--- src/rtl/butterfly_pipe_pkg.sv ---
// Shared constants and fixed-point helpers for the radix-2 butterfly pipeline.
// Helpers work on 64-bit signed values; callers size-cast in and out.
package butterfly_pipe_pkg;

  localparam int BF_N        = 16;
  localparam int BF_FRAC     = 14;
  localparam int BF_MULT_LAT = 4;

  // Round half up, then arithmetic shift right by sh.
  function automatic logic signed [63:0] round_shr(input logic signed [63:0] x, input int sh);
    if (sh <= 0) return x;
    return (x + (64'sd1 <<< (sh - 1))) >>> sh;
  endfunction

  function automatic logic signed [63:0] sat_clip(input logic signed [63:0] x, input int n);
    logic signed [63:0] hi;
    logic signed [63:0] lo;
    hi = (64'sd1 <<< (n - 1)) - 64'sd1;
    lo = -(64'sd1 <<< (n - 1));
    if (x > hi) return hi;
    if (x < lo) return lo;
    return x;
  endfunction

  function automatic logic sat_hit(input logic signed [63:0] x, input int n);
    return sat_clip(x, n) != x;
  endfunction

endpackage

--- src/rtl/butterfly_pipe_cmult.sv ---
// Pipelined complex multiply P = B * T' (T' = conj T when inverse), rounded to N+2 bits.
// Full-precision sums travel down the pipe; rounding is applied on the way out.
module cmult_pipe
  import butterfly_pipe_pkg::*;
#(
  parameter int N        = BF_N,
  parameter int FRAC     = BF_FRAC,
  parameter int MULT_LAT = BF_MULT_LAT
) (
  input  logic                i_clk,
  input  logic                i_reset,
  input  logic                i_en,
  input  logic                i_valid,
  input  logic signed [N-1:0] i_br,
  input  logic signed [N-1:0] i_bi,
  input  logic signed [N-1:0] i_tr,
  input  logic signed [N-1:0] i_ti,
  input  logic                i_inverse,
  output logic                o_valid,
  output logic signed [N+1:0] o_pr,
  output logic signed [N+1:0] o_pi
);

  logic signed [2*N-1:0] w_rr, w_ii, w_ir, w_ri;
  logic signed [2*N:0]   w_sr, w_si;
  logic signed [2*N:0]   r_sr [MULT_LAT];
  logic signed [2*N:0]   r_si [MULT_LAT];
  logic [MULT_LAT-1:0]   r_valid;

  assign w_rr = i_br * i_tr;
  assign w_ii = i_bi * i_ti;
  assign w_ir = i_bi * i_tr;
  assign w_ri = i_br * i_ti;

  // Conjugating T only flips the sign of the Ti cross terms.
  assign w_sr = i_inverse ? ((2*N+1)'(w_rr) + (2*N+1)'(w_ii)) : ((2*N+1)'(w_rr) - (2*N+1)'(w_ii));
  assign w_si = i_inverse ? ((2*N+1)'(w_ir) - (2*N+1)'(w_ri)) : ((2*N+1)'(w_ir) + (2*N+1)'(w_ri));

  always_ff @(posedge i_clk or posedge i_reset) begin
    if (i_reset) begin
      r_valid <= '0;
      for (int k = 0; k < MULT_LAT; k++) begin
        r_sr[k] <= '0;
        r_si[k] <= '0;
      end
    end else if (i_en) begin
      r_valid[0] <= i_valid;
      r_sr[0]    <= w_sr;
      r_si[0]    <= w_si;
      for (int k = 1; k < MULT_LAT; k++) begin
        r_valid[k] <= r_valid[k-1];
        r_sr[k]    <= r_sr[k-1];
        r_si[k]    <= r_si[k-1];
      end
    end
  end

  assign o_valid = r_valid[MULT_LAT-1];
  assign o_pr    = (N+2)'(round_shr(64'(r_sr[MULT_LAT-1]), FRAC));
  assign o_pi    = (N+2)'(round_shr(64'(r_si[MULT_LAT-1]), FRAC));

endmodule

--- src/rtl/butterfly_pipe.sv ---
// Radix-2 butterfly: C = A + B*T', D = A - B*T', optional halving, saturation and sticky overflow.
// One global enable stalls every stage whenever a valid result is held at the output.
module butterfly_pipe
  import butterfly_pipe_pkg::*;
#(
  parameter int N        = BF_N,
  parameter int FRAC     = BF_FRAC,
  parameter int MULT_LAT = BF_MULT_LAT
) (
  input  logic                i_clk,
  input  logic                i_reset,
  input  logic                i_in_valid,
  output logic                o_in_ready,
  input  logic signed [N-1:0] i_ar,
  input  logic signed [N-1:0] i_ai,
  input  logic signed [N-1:0] i_br,
  input  logic signed [N-1:0] i_bi,
  input  logic signed [N-1:0] i_tr,
  input  logic signed [N-1:0] i_ti,
  input  logic                i_scale,
  input  logic                i_inverse,
  output logic                o_out_valid,
  input  logic                i_out_ready,
  output logic signed [N-1:0] o_cr,
  output logic signed [N-1:0] o_ci,
  output logic signed [N-1:0] o_dr,
  output logic signed [N-1:0] o_di,
  output logic                o_ovf,
  input  logic                i_ovf_clr
);

  logic                w_en;
  logic                w_valid_m;
  logic signed [N+1:0] w_pr, w_pi;
  logic signed [N+1:0] w_a_r, w_a_i;
  logic signed [N+1:0] w_sum    [4];
  logic signed [N+1:0] w_rnd    [4];
  logic signed [N+1:0] w_scaled [4];
  logic signed [N-1:0] w_res    [4];
  logic                w_any_sat;

  logic signed [N-1:0] r_ar_d    [MULT_LAT];
  logic signed [N-1:0] r_ai_d    [MULT_LAT];
  logic [MULT_LAT-1:0] r_scale_d;
  logic                r_out_valid;
  logic signed [N-1:0] r_cr, r_ci, r_dr, r_di;
  logic                r_ovf;

  assign w_en       = !(r_out_valid && !i_out_ready);
  assign o_in_ready = w_en;

  cmult_pipe #(
    .N       (N),
    .FRAC    (FRAC),
    .MULT_LAT(MULT_LAT)
  ) u_cmult (
    .i_clk    (i_clk),
    .i_reset  (i_reset),
    .i_en     (w_en),
    .i_valid  (i_in_valid),
    .i_br     (i_br),
    .i_bi     (i_bi),
    .i_tr     (i_tr),
    .i_ti     (i_ti),
    .i_inverse(i_inverse),
    .o_valid  (w_valid_m),
    .o_pr     (w_pr),
    .o_pi     (w_pi)
  );

  // A and scale ride alongside the multiplier so each result uses its own operands.
  always_ff @(posedge i_clk or posedge i_reset) begin
    if (i_reset) begin
      r_scale_d <= '0;
      for (int k = 0; k < MULT_LAT; k++) begin
        r_ar_d[k] <= '0;
        r_ai_d[k] <= '0;
      end
    end else if (w_en) begin
      r_ar_d[0]    <= i_ar;
      r_ai_d[0]    <= i_ai;
      r_scale_d[0] <= i_scale;
      for (int k = 1; k < MULT_LAT; k++) begin
        r_ar_d[k]    <= r_ar_d[k-1];
        r_ai_d[k]    <= r_ai_d[k-1];
        r_scale_d[k] <= r_scale_d[k-1];
      end
    end
  end

  assign w_a_r = (N+2)'(r_ar_d[MULT_LAT-1]);
  assign w_a_i = (N+2)'(r_ai_d[MULT_LAT-1]);

  always_comb begin
    w_sum[0]  = w_a_r + w_pr;
    w_sum[1]  = w_a_i + w_pi;
    w_sum[2]  = w_a_r - w_pr;
    w_sum[3]  = w_a_i - w_pi;
    w_any_sat = 1'b0;
    for (int k = 0; k < 4; k++) begin
      w_rnd[k]    = w_sum[k] + (N+2)'(1);
      w_scaled[k] = r_scale_d[MULT_LAT-1] ? (w_rnd[k] >>> 1) : w_sum[k];
      w_res[k]    = N'(sat_clip(64'(w_scaled[k]), N));
      w_any_sat   = w_any_sat | sat_hit(64'(w_scaled[k]), N);
    end
  end

  always_ff @(posedge i_clk or posedge i_reset) begin
    if (i_reset) begin
      r_out_valid <= 1'b0;
      r_cr        <= '0;
      r_ci        <= '0;
      r_dr        <= '0;
      r_di        <= '0;
      r_ovf       <= 1'b0;
    end else begin
      if (w_en) begin
        r_out_valid <= w_valid_m;
        if (w_valid_m) begin
          r_cr <= w_res[0];
          r_ci <= w_res[1];
          r_dr <= w_res[2];
          r_di <= w_res[3];
        end
      end
      // A new saturation outranks a simultaneous clear.
      if (w_en && w_valid_m && w_any_sat) r_ovf <= 1'b1;
      else if (i_ovf_clr)                 r_ovf <= 1'b0;
    end
  end

  assign o_out_valid = r_out_valid;
  assign o_cr        = r_cr;
  assign o_ci        = r_ci;
  assign o_dr        = r_dr;
  assign o_di        = r_di;
  assign o_ovf       = r_ovf;

endmodule

--- config.mk ---
export PLATFORM = sky130hd
export DESIGN_NAME = butterfly_pipe
export DESIGN_NICKNAME = d
export VERILOG_FILES = /design/src/rtl/butterfly_pipe_pkg.sv /design/src/rtl/butterfly_pipe_cmult.sv /design/src/rtl/butterfly_pipe.sv
export SDC_FILE = /design/constraint.sdc
export NUM_CORES = 2
export LEC_CHECK = 0
export CORE_ASPECT_RATIO = 0.8
export CORE_MARGIN = 5
export CORE_UTILIZATION = 36
export DETAILED_ROUTE_END_ITERATION = 16
export GPL_TIMING_DRIVEN = 0
export SYNTH_ARGS = -nofsm -noshare
export SYNTH_HDL_FRONTEND = slang
export SYNTH_SLANG_ARGS = --single-unit
--- constraint.sdc ---
create_clock -name i_clk -period 14.17 [get_ports i_clk]
set_input_delay 2.834 -clock i_clk [delete_from_list [all_inputs] [get_ports i_clk]]
set_output_delay 2.834 -clock i_clk [all_outputs]
set_load 0.01 [all_outputs]
==> flow_metrics.tcl <==
set metrics [dict create \
    synth_nets 9084 \
    port-buffer-count 169 \
    reg2regPathDepth 20 \
    netlist_top_cells_area "fa_1, dfrtp_1, ha_1" \
    critPathBufInv 4 \
    drt_first_pass_iters 6 \
    synth_top_area_share 0.330 \
    maxCapViolations 0 \
    cts_made_buffers 38 \
    cts.clk_slew.worst_paths_ps 60 \
    post-place-ws_ps -980 \
    skew_ps 24.8 \
    drive_gt1_frac 0.0267 \
    ff2ff_setup_slack_ps 7280 \
    required_ps 14610 \
    multi_input_area_mm2 0.0488 \
    die_w_um 481 \
    cts.htree.levels 2 \
    vias_per_cell 5.16 \
    die_y_um 386 \
    start_util 0.361 \
    regArea_mm2 0.00886 \
    drt-total-wl_um 220000 \
    cp-start-kind "input port" \
    critPathArrivalTime_ps 14340 \
    n_fill_cell 18100 \
    yosysWarnings 0 \
    ctsHoldBuffers 0 \
    crit_type "in -> reg" \
    yosysSeqAreaShare 0.139 \
    post_cts_buffers 0 \
    synthFlopType "dfrtp_1" \
    reg2reg_from "u_cmult.r_si[13]" \
    setup_slack_ps 267 \
    hold_viol_final 0 \
    antenna_found_initial 12 \
    cp-startpoint "i_br[13]" \
    ant_nets 0 \
    tns_ps 0 \
    cp_slowest_cell "clkbuf_1" \
    clockBufferDepth 3 \
    grt_usage 0.235 \
    critPathTopFamily "adder cells" \
    cp_slowest_stage_delay_ps 990 \
    drc 0 \
    cp-end-kind "flop" \
    slew_headroom 0.0857 \
    fmax_ghz 0.0719 \
    cts_tree "done" \
    rows 138 \
    finalHoldWorstSlack_ps 455 \
    via_count 52100 \
    path_max_fanout 10 \
    slew_violations 0 \
    dp_hpwl_um 185000 \
    rsz0062_at_grt "no" \
    first_global_vias 53700 \
    gr-total-overflow 0 \
    grt_pass1_wl_um 332000 \
    clock_sinks 354 \
    wl_per_cell_um 21.8 \
    synth_cells 7458 \
    crit_path_end "u_cmult.r_si[130]" \
    io_pins 170 \
    netlist.top_cell.by_area "fa_1" \
    synth-edff-count 0 \
    avgSynthCellArea_um2 8.55 \
    areaGrowthSynthToFinish_pct 9.73 \
    clk_latency_ps 580 \
    nNetsFinal 9300 \
    hold_path.class "reg -> reg" \
    cts_root_buf "clkbuf_16" \
    yosys_register_bits 354 \
    synthArstFlopShare 1.00 \
    die_area_mm2 0.186 \
    cp.depth 33 \
    rr_endpoint "o_ovf" \
    min_period_ps 13900 \
    outcome "finished clean" \
    tightest_slew_ps 1360 \
    gp_congestion 1.01 \
    crit_path_frequent_cell "fa_1" \
    core_mm2 0.176 \
    drtIter0Drc 4118 \
    setup_viol 0 \
    ys_types 110 \
    final.period_utilization 0.981 \
    synth_area_mm2 0.0638 \
    grt_max_degree 127 \
]
==> Yosys cell counts, types with 10 or more instances <==
cell	instances
nand2_1	1453
inv_1	1284
fa_1	1052
ha_1	471
and2_1	449
dfrtp_1	354
clkbuf_1	315
nor2_1	285
a21oi_1	233
xnor2_1	195
o21ai_0	149
xor2_1	112
nor3_1	92
nand2b_1	88
nand3_1	69
a21o_1	63
a31oi_1	52
o21a_1	51
nor2b_1	44
and3_1	43
o211ai_1	41
a211oi_1	38
o31ai_1	32
nand4_1	30
o22a_1	29
o21bai_1	28
or3_1	27
or2_2	21
nor4_1	17
o22ai_1	16
a211o_1	14
a2111oi_0	13
and4_1	13
buf_2	12
o21ai_1	12
a32oi_1	11
or4_1	11
a41oi_1	10
o2111ai_1	10
==> worst min path at each step <==
stage	start	endpoint	slack [ps]	cells after the start
6_report	u_cmult.r_sr[46]	u_cmult.r_sr[13]	450	2
5_1_grt	u_cmult.r_sr[90]	u_cmult.r_sr[57]	470	2
4_1_cts	u_cmult.r_sr[90]	u_cmult.r_sr[57]	450	2
3_5_place_dp	u_cmult.r_si[79]	u_cmult.r_si[46]	450	2
3_3_place_gp	u_cmult.r_sr[86]	u_cmult.r_sr[86]	450	2
2_1_floorplan	r_ai_d[16]	r_ai_d[16]	440	2
==> cell families (layout without fill, tap and decap cells) <==
family | after synthesis | count (layout) | synth area share
mux | 15 | 15 | 0.00247
other cells | 0 | 14 | 0
xor+xnor | 311 | 311 | 0.0434
simple gates | 2705 | 2705 | 0.198
buf+inv | 1626 | 1870 | 0.0965
fa+ha+maj | 1523 | 1523 | 0.423
compound gates | 924 | 924 | 0.0983
flops | 354 | 354 | 0.139
==> final cells by class <==
class | count | share of cell area
buffer | 339 | 0.0194
clock inverter | 21 | 0.00359
antenna | 14 | 0.000501
multi-input combinational | 5478 | 0.698
sequential | 354 | 0.127
timing repair buffer | 176 | 0.0258
clock buffer | 47 | 0.0146
tap | 2380 | 0.0426
inverter | 1287 | 0.0692
==> metal layers <==
| layer | global-route usage | part of all wire | vias to the layer above |
|---|---|---|---|
| li1 | - | - | 23700 |
| met1 | 0.310 | 0.42 | 26000 |
| met3 | 0.0607 | 0.090 | 427 |
| met2 | 0.369 | 0.44 | 1908 |
| met5 | 0 | 0.000059 | - |
| met4 | 0.0912 | 0.046 | 2 |
==> registers in the layout, summed over array words and instances (netlist names) <==
name	flops
o_out_valid	1
o_dr	16
u_cmult.r_si	76
r_scale_d	4
o_cr	16
r_ai_d	64
o_ci	16
u_cmult.r_sr	76
o_ovf	1
o_di	16
u_cmult.r_valid	4
r_ar_d	64
==> through the flow <==
step | cells | utilization | cell area (um2)
final | 10100 | 0.396 | 70000
after global routing | 10100 | 0.396 | 69900
after CTS | 10100 | 0.396 | 69900
after detailed placement | 10000 | 0.389 | 68600
after global placement | 10000 | 0.388 | 68400
after floorplan | 7458 | - | 63800
==> worst min-delay path, cell delays in order (launching register included) <==
cell	delay [ps]
dfrtp_1	340
nand2_1	50
nand2_1	50
==> repair_timing <==
action / CTS / global route
endpoints found under the setup margin: 1 / 1
resized for setup: 11 / 49
pin swaps: 0 / 0
==> cell usage in the layout, fill, tap and decap left out, drive strengths merged, types with 29 or more instances in the layout <==
master / netlist / final
fa: 1052 / 1052
nand3: 69 / 69
dfrtp: 354 / 354
nand4: 30 / 30
clkdlybuf4s50: 0 / 169
a21o: 63 / 63
nor2: 286 / 286
clkbuf: 316 / 363
o211ai: 42 / 42
or3: 30 / 30
buf: 23 / 30
a21oi: 236 / 236
o22a: 29 / 29
nand2: 1454 / 1454
xor2: 112 / 112
a211oi: 42 / 42
a31oi: 53 / 53
inv: 1286 / 1288
o21a: 51 / 51
nand2b: 88 / 88
nor3: 96 / 96
and2: 450 / 450
o21ai: 161 / 161
o31ai: 32 / 32
and3: 43 / 43
ha: 471 / 471
nor2b: 44 / 44
xnor2: 197 / 197
Power is left out: the tool's default activity adds up to more than one toggle a clock period on the data nets, which glitch-free logic cannot reach.
